## config.mk

```make
export PLATFORM = sky130hd
export DESIGN_NAME = pipelined_skip_addsub
export DESIGN_NICKNAME = d
export VERILOG_FILES = /design/src/rtl/pipelined_skip_addsub_pkg.sv /design/src/rtl/pipelined_skip_addsub_skip_block.sv /design/src/rtl/pipelined_skip_addsub.sv
export SDC_FILE = /design/constraint.sdc
export NUM_CORES = 2
export LEC_CHECK = 0
export ABC_AREA = 1
export CORE_ASPECT_RATIO = 0.7
export CORE_MARGIN = 2
export CORE_UTILIZATION = 60
export CTS_BUF_LIST = sky130_fd_sc_hd__clkbuf_8
export DETAILED_ROUTE_END_ITERATION = 8
export GPL_ROUTABILITY_DRIVEN = 1
export PLACE_DENSITY = 0.85
export SLEW_MARGIN = 20
export SYNTH_ARGS = -nofsm -noshare
export SYNTH_HDL_FRONTEND = slang
export SYNTH_SLANG_ARGS = --single-unit
```

## constraint.sdc

```tcl
create_clock -name clk -period 27.6 [get_ports clk]
set_input_delay 5.52 -clock clk [delete_from_list [all_inputs] [get_ports clk]]
set_output_delay 5.52 -clock clk [all_outputs]
set_load 0.005 [all_outputs]
```

## src/rtl/pipelined_skip_addsub_pkg.sv

```systemverilog
// Shared defaults and parameter legality check for the pipelined carry-skip
// adder/subtractor. Also intended for reuse by the multiplier partial-product adder.
package pipelined_skip_addsub_pkg;

   localparam int DEF_WIDTH = 128;
   localparam int DEF_K     = 16;
   localparam int DEF_BPS   = 2;

   // True when WIDTH splits into whole K-bit blocks and the block count splits
   // into whole stages of BPS blocks each.
   function automatic bit skip_params_ok(input int width, input int k, input int bps);
      bit ok;
      ok = 1'b1;
      if (k <= 0 || bps <= 0 || width <= 0) begin
         ok = 1'b0;
      end else if ((width % k) != 0) begin
         ok = 1'b0;
      end else if (((width / k) % bps) != 0) begin
         ok = 1'b0;
      end else begin
         ok = 1'b1;
      end
      return ok;
   endfunction

endpackage

```

## src/rtl/pipelined_skip_addsub_skip_block.sv

```systemverilog
// K-bit carry-skip block: a ripple chain of full adders whose carry-out is
// bypassed straight from carry-in when every bit position propagates.
module skip_block #(
   parameter int K = 16
) (
   input  logic [K-1:0] a,
   input  logic [K-1:0] b,
   input  logic         cin,
   output logic [K-1:0] s,
   output logic         cout,
   output logic         p,
   output logic         c_msb
);

   logic [K:0] c_s;

   // Ripple chain: sum bits always come from here, never from the skip path.
   always_comb begin
      c_s    = '0;
      s      = '0;
      c_s[0] = cin;
      for (int i = 0; i < K; i++) begin
         s[i]       = a[i] ^ b[i] ^ c_s[i];
         c_s[i + 1] = (a[i] & b[i]) | (c_s[i] & (a[i] ^ b[i]));
      end
   end

   // Whole-block propagate selects the skip path for the carry.
   assign p     = &(a ^ b);
   assign cout  = p ? cin : c_s[K];
   assign c_msb = c_s[K-1];

endmodule

```

## src/rtl/pipelined_skip_addsub.sv

```systemverilog
// Pipelined carry-skip adder/subtractor. Each stage resolves BPS skip blocks
// and registers the running carry, partial sum and operands. All stages move
// together on a single global advance, so a stalled output freezes the chain.
module pipelined_skip_addsub
   import pipelined_skip_addsub_pkg::*;
#(
   parameter int WIDTH = DEF_WIDTH,
   parameter int K     = DEF_K,
   parameter int BPS   = DEF_BPS
) (
   input  logic             clk,
   input  logic             rst_n,
   input  logic             in_valid,
   output logic             in_ready,
   input  logic [WIDTH-1:0] in_a,
   input  logic [WIDTH-1:0] in_b,
   input  logic             in_sub,
   output logic             out_valid,
   input  logic             out_ready,
   output logic [WIDTH-1:0] out_sum,
   output logic             out_cout,
   output logic             out_ovf
);

   localparam int NB = WIDTH / K;
   localparam int NS = NB / BPS;
   localparam int SW = BPS * K;

   if (!skip_params_ok(WIDTH, K, BPS)) begin : g_bad_params
      $error("pipelined_skip_addsub: WIDTH must be a multiple of K and WIDTH/K a multiple of BPS");
   end

   // Per-stage inputs: index 0 is the live input beat, index j>0 is the
   // register bank written by stage j-1.
   logic [NS-1:0][WIDTH-1:0] opa_s;
   logic [NS-1:0][WIDTH-1:0] opb_s;
   logic [NS-1:0][WIDTH-1:0] psum_s;
   logic [NS-1:0]            cin_s;
   logic [NS-1:0]            vin_s;
   // Per-stage combinational results.
   logic [NS-1:0][WIDTH-1:0] sum_d_s;
   logic [NS-1:0]            cout_d_s;
   logic                     cmsb_s;

   logic             adv_s;
   logic             out_valid_q;
   logic [WIDTH-1:0] out_sum_q;
   logic             out_cout_q;
   logic             out_ovf_q;

   // One advance for the whole chain; depends only on the output side.
   assign adv_s    = !out_valid_q || out_ready;
   assign in_ready = adv_s;

   // Subtraction is A + ~B + 1: invert B and inject the 1 as carry-in.
   assign opa_s[0]  = in_a;
   assign opb_s[0]  = in_sub ? ~in_b : in_b;
   assign psum_s[0] = '0;
   assign cin_s[0]  = in_sub;
   assign vin_s[0]  = in_valid;

   for (genvar j = 0; j < NS; j++) begin : g_stage
      logic [BPS:0]       bc_s;
      logic [SW-1:0]      ssum_s;
      logic [BPS-1:0]     bp_s;
      logic [BPS-1:0]     bm_s;
      logic [WIDTH-1:0]   sd_s;

      assign bc_s[0] = cin_s[j];

      for (genvar b = 0; b < BPS; b++) begin : g_blk
         skip_block #(.K(K)) u_blk (
            .a     (opa_s[j][(j*BPS + b)*K +: K]),
            .b     (opb_s[j][(j*BPS + b)*K +: K]),
            .cin   (bc_s[b]),
            .s     (ssum_s[b*K +: K]),
            .cout  (bc_s[b + 1]),
            .p     (bp_s[b]),
            .c_msb (bm_s[b])
         );
      end

      // Splice this stage's freshly resolved sum bits into the partial sum.
      always_comb begin
         sd_s               = psum_s[j];
         sd_s[j*SW +: SW]   = ssum_s;
      end

      assign sum_d_s[j]  = sd_s;
      assign cout_d_s[j] = bc_s[BPS];

      if (j == NS - 1) begin : g_last
         assign cmsb_s = bm_s[BPS-1];
      end else begin : g_reg
         logic [WIDTH-1:0] a_q;
         logic [WIDTH-1:0] b_q;
         logic [WIDTH-1:0] sum_q;
         logic             c_q;
         logic             v_q;

         // Inter-stage register: captures on advance, holds (bubbles included) otherwise.
         always_ff @(posedge clk or negedge rst_n) begin
            if (!rst_n) begin
               a_q   <= '0;
               b_q   <= '0;
               sum_q <= '0;
               c_q   <= 1'b0;
               v_q   <= 1'b0;
            end else if (adv_s) begin
               a_q   <= opa_s[j];
               b_q   <= opb_s[j];
               sum_q <= sd_s;
               c_q   <= bc_s[BPS];
               v_q   <= vin_s[j];
            end
         end

         assign opa_s[j+1]  = a_q;
         assign opb_s[j+1]  = b_q;
         assign psum_s[j+1] = sum_q;
         assign cin_s[j+1]  = c_q;
         assign vin_s[j+1]  = v_q;
      end
   end

   // Output register: final sum, carry and overflow, frozen while stalled.
   always_ff @(posedge clk or negedge rst_n) begin
      if (!rst_n) begin
         out_valid_q <= 1'b0;
         out_sum_q   <= '0;
         out_cout_q  <= 1'b0;
         out_ovf_q   <= 1'b0;
      end else if (adv_s) begin
         out_valid_q <= vin_s[NS-1];
         out_sum_q   <= sum_d_s[NS-1];
         out_cout_q  <= cout_d_s[NS-1];
         out_ovf_q   <= cmsb_s ^ cout_d_s[NS-1];
      end
   end

   assign out_valid = out_valid_q;
   assign out_sum   = out_sum_q;
   assign out_cout  = out_cout_q;
   assign out_ovf   = out_ovf_q;

endmodule

```

==> flow_metrics.py <==
metrics = {
    "yosys": {
        "ys_types": 25,
        "syn_inst": 3351,
        "yosysWarnings": 0,
        "yosys-top-cells-area": "dfrtp_1, nand2_1, fa_1",
        "synth_top_area_frac": 0.548,
        "synth_top_area_cell": "dfrtp_1",
        "synth_top_family_by_area": "simple AND/OR/NAND/NOR gates",
        "yosysSeqAreaShare": 0.548,
        "syn_area_um2": 32500,
        "syn_nets": 3866,
        "yosys_register_bits": 713,
        "synth_compound_area_frac": 0.0743,
        "synth_fa_ha_area_frac": 0.127,
        "yosys.area_share.xor_xnor": 0.0310,
        "synth-simple-area-share": 0.157,
        "postSynthAreaPerCell_um2": 9.71,
        "synthMuxAreaShare": 0.000346,
    },
    "clock_tree": {
        "cts_setup_buffers": 0,
        "ctsResizeCount": 0,
        "cts_max_level": 3,
        "cts.sinks": 713,
        "cts_hold_buf": 0,
        "cts_made_buffers": 102,
        "clkTransAtPathRegs_ns": 0.07,
        "tritoncts": "done",
        "clkLatencyLatePin_ns": 0.73,
        "cts_root_buffer": "clkbuf_8",
        "clock_path_buffers": 3,
    },
    "critical_path": {
        "crit_slowest_cell": "clkbuf_8",
        "endpoint_kind": "flop",
        "critical_path_required_ns": 28.18,
        "crit_family": "adder cells",
        "slowest_delay_ns": 0.60,
        "worst_ep_arrival_time_ns": 20.07,
        "path_max_fanout": 82,
        "start_kind": "input pin",
        "r2r_setup_slack_ns": 13.85,
        "worstReg2RegEnd": "out_sum[127]",
        "regToRegStartpoint": "g_stage[2].g_reg.c_q",
        "crit_buf_inv": 8,
        "path_class": "input pin to flop",
        "critPathMostFrequentCell": "fa_1",
        "reg2regPathDepth": 36,
    },
    "cells_and_area": {
        "drive_gt1_frac": 0.0446,
        "area_growth_pct": 18.8,
        "final_nets": 4207,
        "final_cell_mix": "nand2_1, dfrtp_1, o21ai_0",
        "final_common_cell": "nand2_1",
    },
    "route": {
        "drt_first_pass_iters": 5,
        "drc": 0,
        "drt_iter0_markers": 2020,
        "vias_per_cell": 5.09,
        "drt_wl_total_mm": 71.0,
        "ant_nets": 0,
        "vias": 22908,
        "wl_per_cell_um": 15.8,
    },
    "timing": {
        "rsz0062_at_grt": "no",
        "skew_ns": 0.0334,
        "slew_headroom": 0.308,
        "fin_ws_ns": 8.11,
        "max_clock_freq_ghz": 0.0513,
        "hold_viol_final": 0,
        "worstMarginPinSlew_ns": 1.04,
        "slew_violations": 0,
        "finalSetupViolations": 0,
        "post-route-period-util": 0.706,
        "fin_crit_ns": 19.49,
        "tns_ns": 0,
    },
    "worst_hold_path": {
        "min_path_type": "flop to flop",
        "hold_end": "out_valid",
        "holdPathStages": 2,
        "hp-start": "g_stage[2].g_reg.v_q",
    },
    "run": {
        "drv_cap": 0,
    },
    "floorplan": {
        "start_util": 0.606,
        "core_um2": 53700,
        "row_count": 71,
        "fp.dieH_um": 199,
        "num_io_pins": 393,
        "die_w_um": 282,
        "die_area_um2": 56100,
    },
    "grt": {
        "grt_pass1_vias": 22694,
        "grt_overflow_total": 0,
        "antenna_found_initial": 6,
        "grt_max_degree": 229,
        "grt_pass1_wl_mm": 115,
        "grtUsageTotal": 0.259,
    },
    "pwr": {
        "p_per_area_nw_per_um2": 106,
        "ir_drop_mv": 0.0579,
        "p_leak_uw": 0.0190,
    },
    "place": {
        "dp_slack_ns": 7.48,
        "place_congestion": 0.817,
        "io_buffers": 392,
        "dp_hpwl_mm": 47.0,
    },
    "outcome": {
        "status": "completed",
    },
}
## where the power goes
| group | switching (uW) | leakage [uW] | internal (uW) |
|---|---|---|---|
| Clock | 399 | 0.00122 | 437 |
| Combinational | 811 | 0.00909 | 638 |
| Sequential | 300 | 0.00865 | 1510 |
## worst max path at each step
stage / cells after the start / slack, ns / to / start
after floorplan: 47 / 8.43 / g_stage[0].g_reg.sum_q[31] / in_sub
after global placement: 45 / 7.65 / g_stage[0].g_reg.sum_q[31] / in_sub
after detailed placement: 45 / 7.48 / g_stage[0].g_reg.sum_q[31] / in_sub
after CTS: 45 / 8.12 / g_stage[0].g_reg.sum_q[31] / in_sub
after global routing: 45 / 7.55 / g_stage[0].g_reg.sum_q[31] / in_sub
final: 45 / 8.11 / g_stage[0].g_reg.sum_q[31] / in_sub
## kinds of logic after synthesis
| kind of cell | count (synthesis) |
|---|---|
| AOI/OAI and AO/OA | 482 |
| xor gates and xnor gates | 115 |
| adders and majority gates | 254 |
| buffers and inverters | 443 |
| DFF | 713 |
| muxes | 1 |
| and+or+nand+nor | 1343 |
## Yosys cell counts (all sizes together)
master,n
nor2,34
clkbuf,53
o21bai,1
nand3,9
fa,127
dfrtp,713
a31oi,1
ha,127
inv,270
mux2,1
nand2,1278
nor3,3
buf,120
o21ai,467
xnor2,110
a21oi,13
or2,3
xor2,5
nand4,16
## final cells by class
cell class	count	area, um^2
inverter	270	1020
sequential	713	17800
timing repair buffer	410	4110
multi-input combinational	2195	12700
clock buffer	132	1820
antenna	3	7.51
clock inverter	50	255
tap	730	913
fill	3783	15000
## routing by layer
| metal | GRT usage | vias to the layer above | wire, um |
|---|---|---|---|
| met2 | 0.390 | 576 | 32900 |
| met5 | 0 | - | 40 |
| met4 | 0.0882 | 6 | 1910 |
| met1 | 0.373 | 11195 | 31800 |
| met3 | 0.0620 | 149 | 4310 |
| li1 | - | 10982 | - |
## sequential cells by signal, summed over array words and instances (netlist names)
name / count
g_stage.g_reg.c_q: 3
out_valid: 1
g_stage.g_reg.b_q: 192
g_stage.g_reg.v_q: 3
out_ovf: 1
out_sum: 128
g_stage.g_reg.sum_q: 192
out_cout: 1
g_stage.g_reg.a_q: 192
## worst reg2reg max path, delay by kind of cell (launching register included)
kind,cells,cell delay [ns]
flops,1,0.45
buf+inv,1,0.08
fa+ha+maj,32,12.71
simple gates,1,0.12
compound gates,2,0.31
## per-stage QoR
step                      total power [uW]  hold WS [ns]   util  std cells  area [um^2]
after floorplan                       2670         0.420      -       3351        32500
after global placement                3190         0.429  0.681       4318        36600
after detailed placement              3270         0.444  0.681       4318        36600
after CTS                             4130         0.461  0.720       4500        38600
after global routing                  4460         0.467  0.720       4503        38600
final                                 4100         0.459  0.720       4503        38600
(Power assumes the default switching activity.)
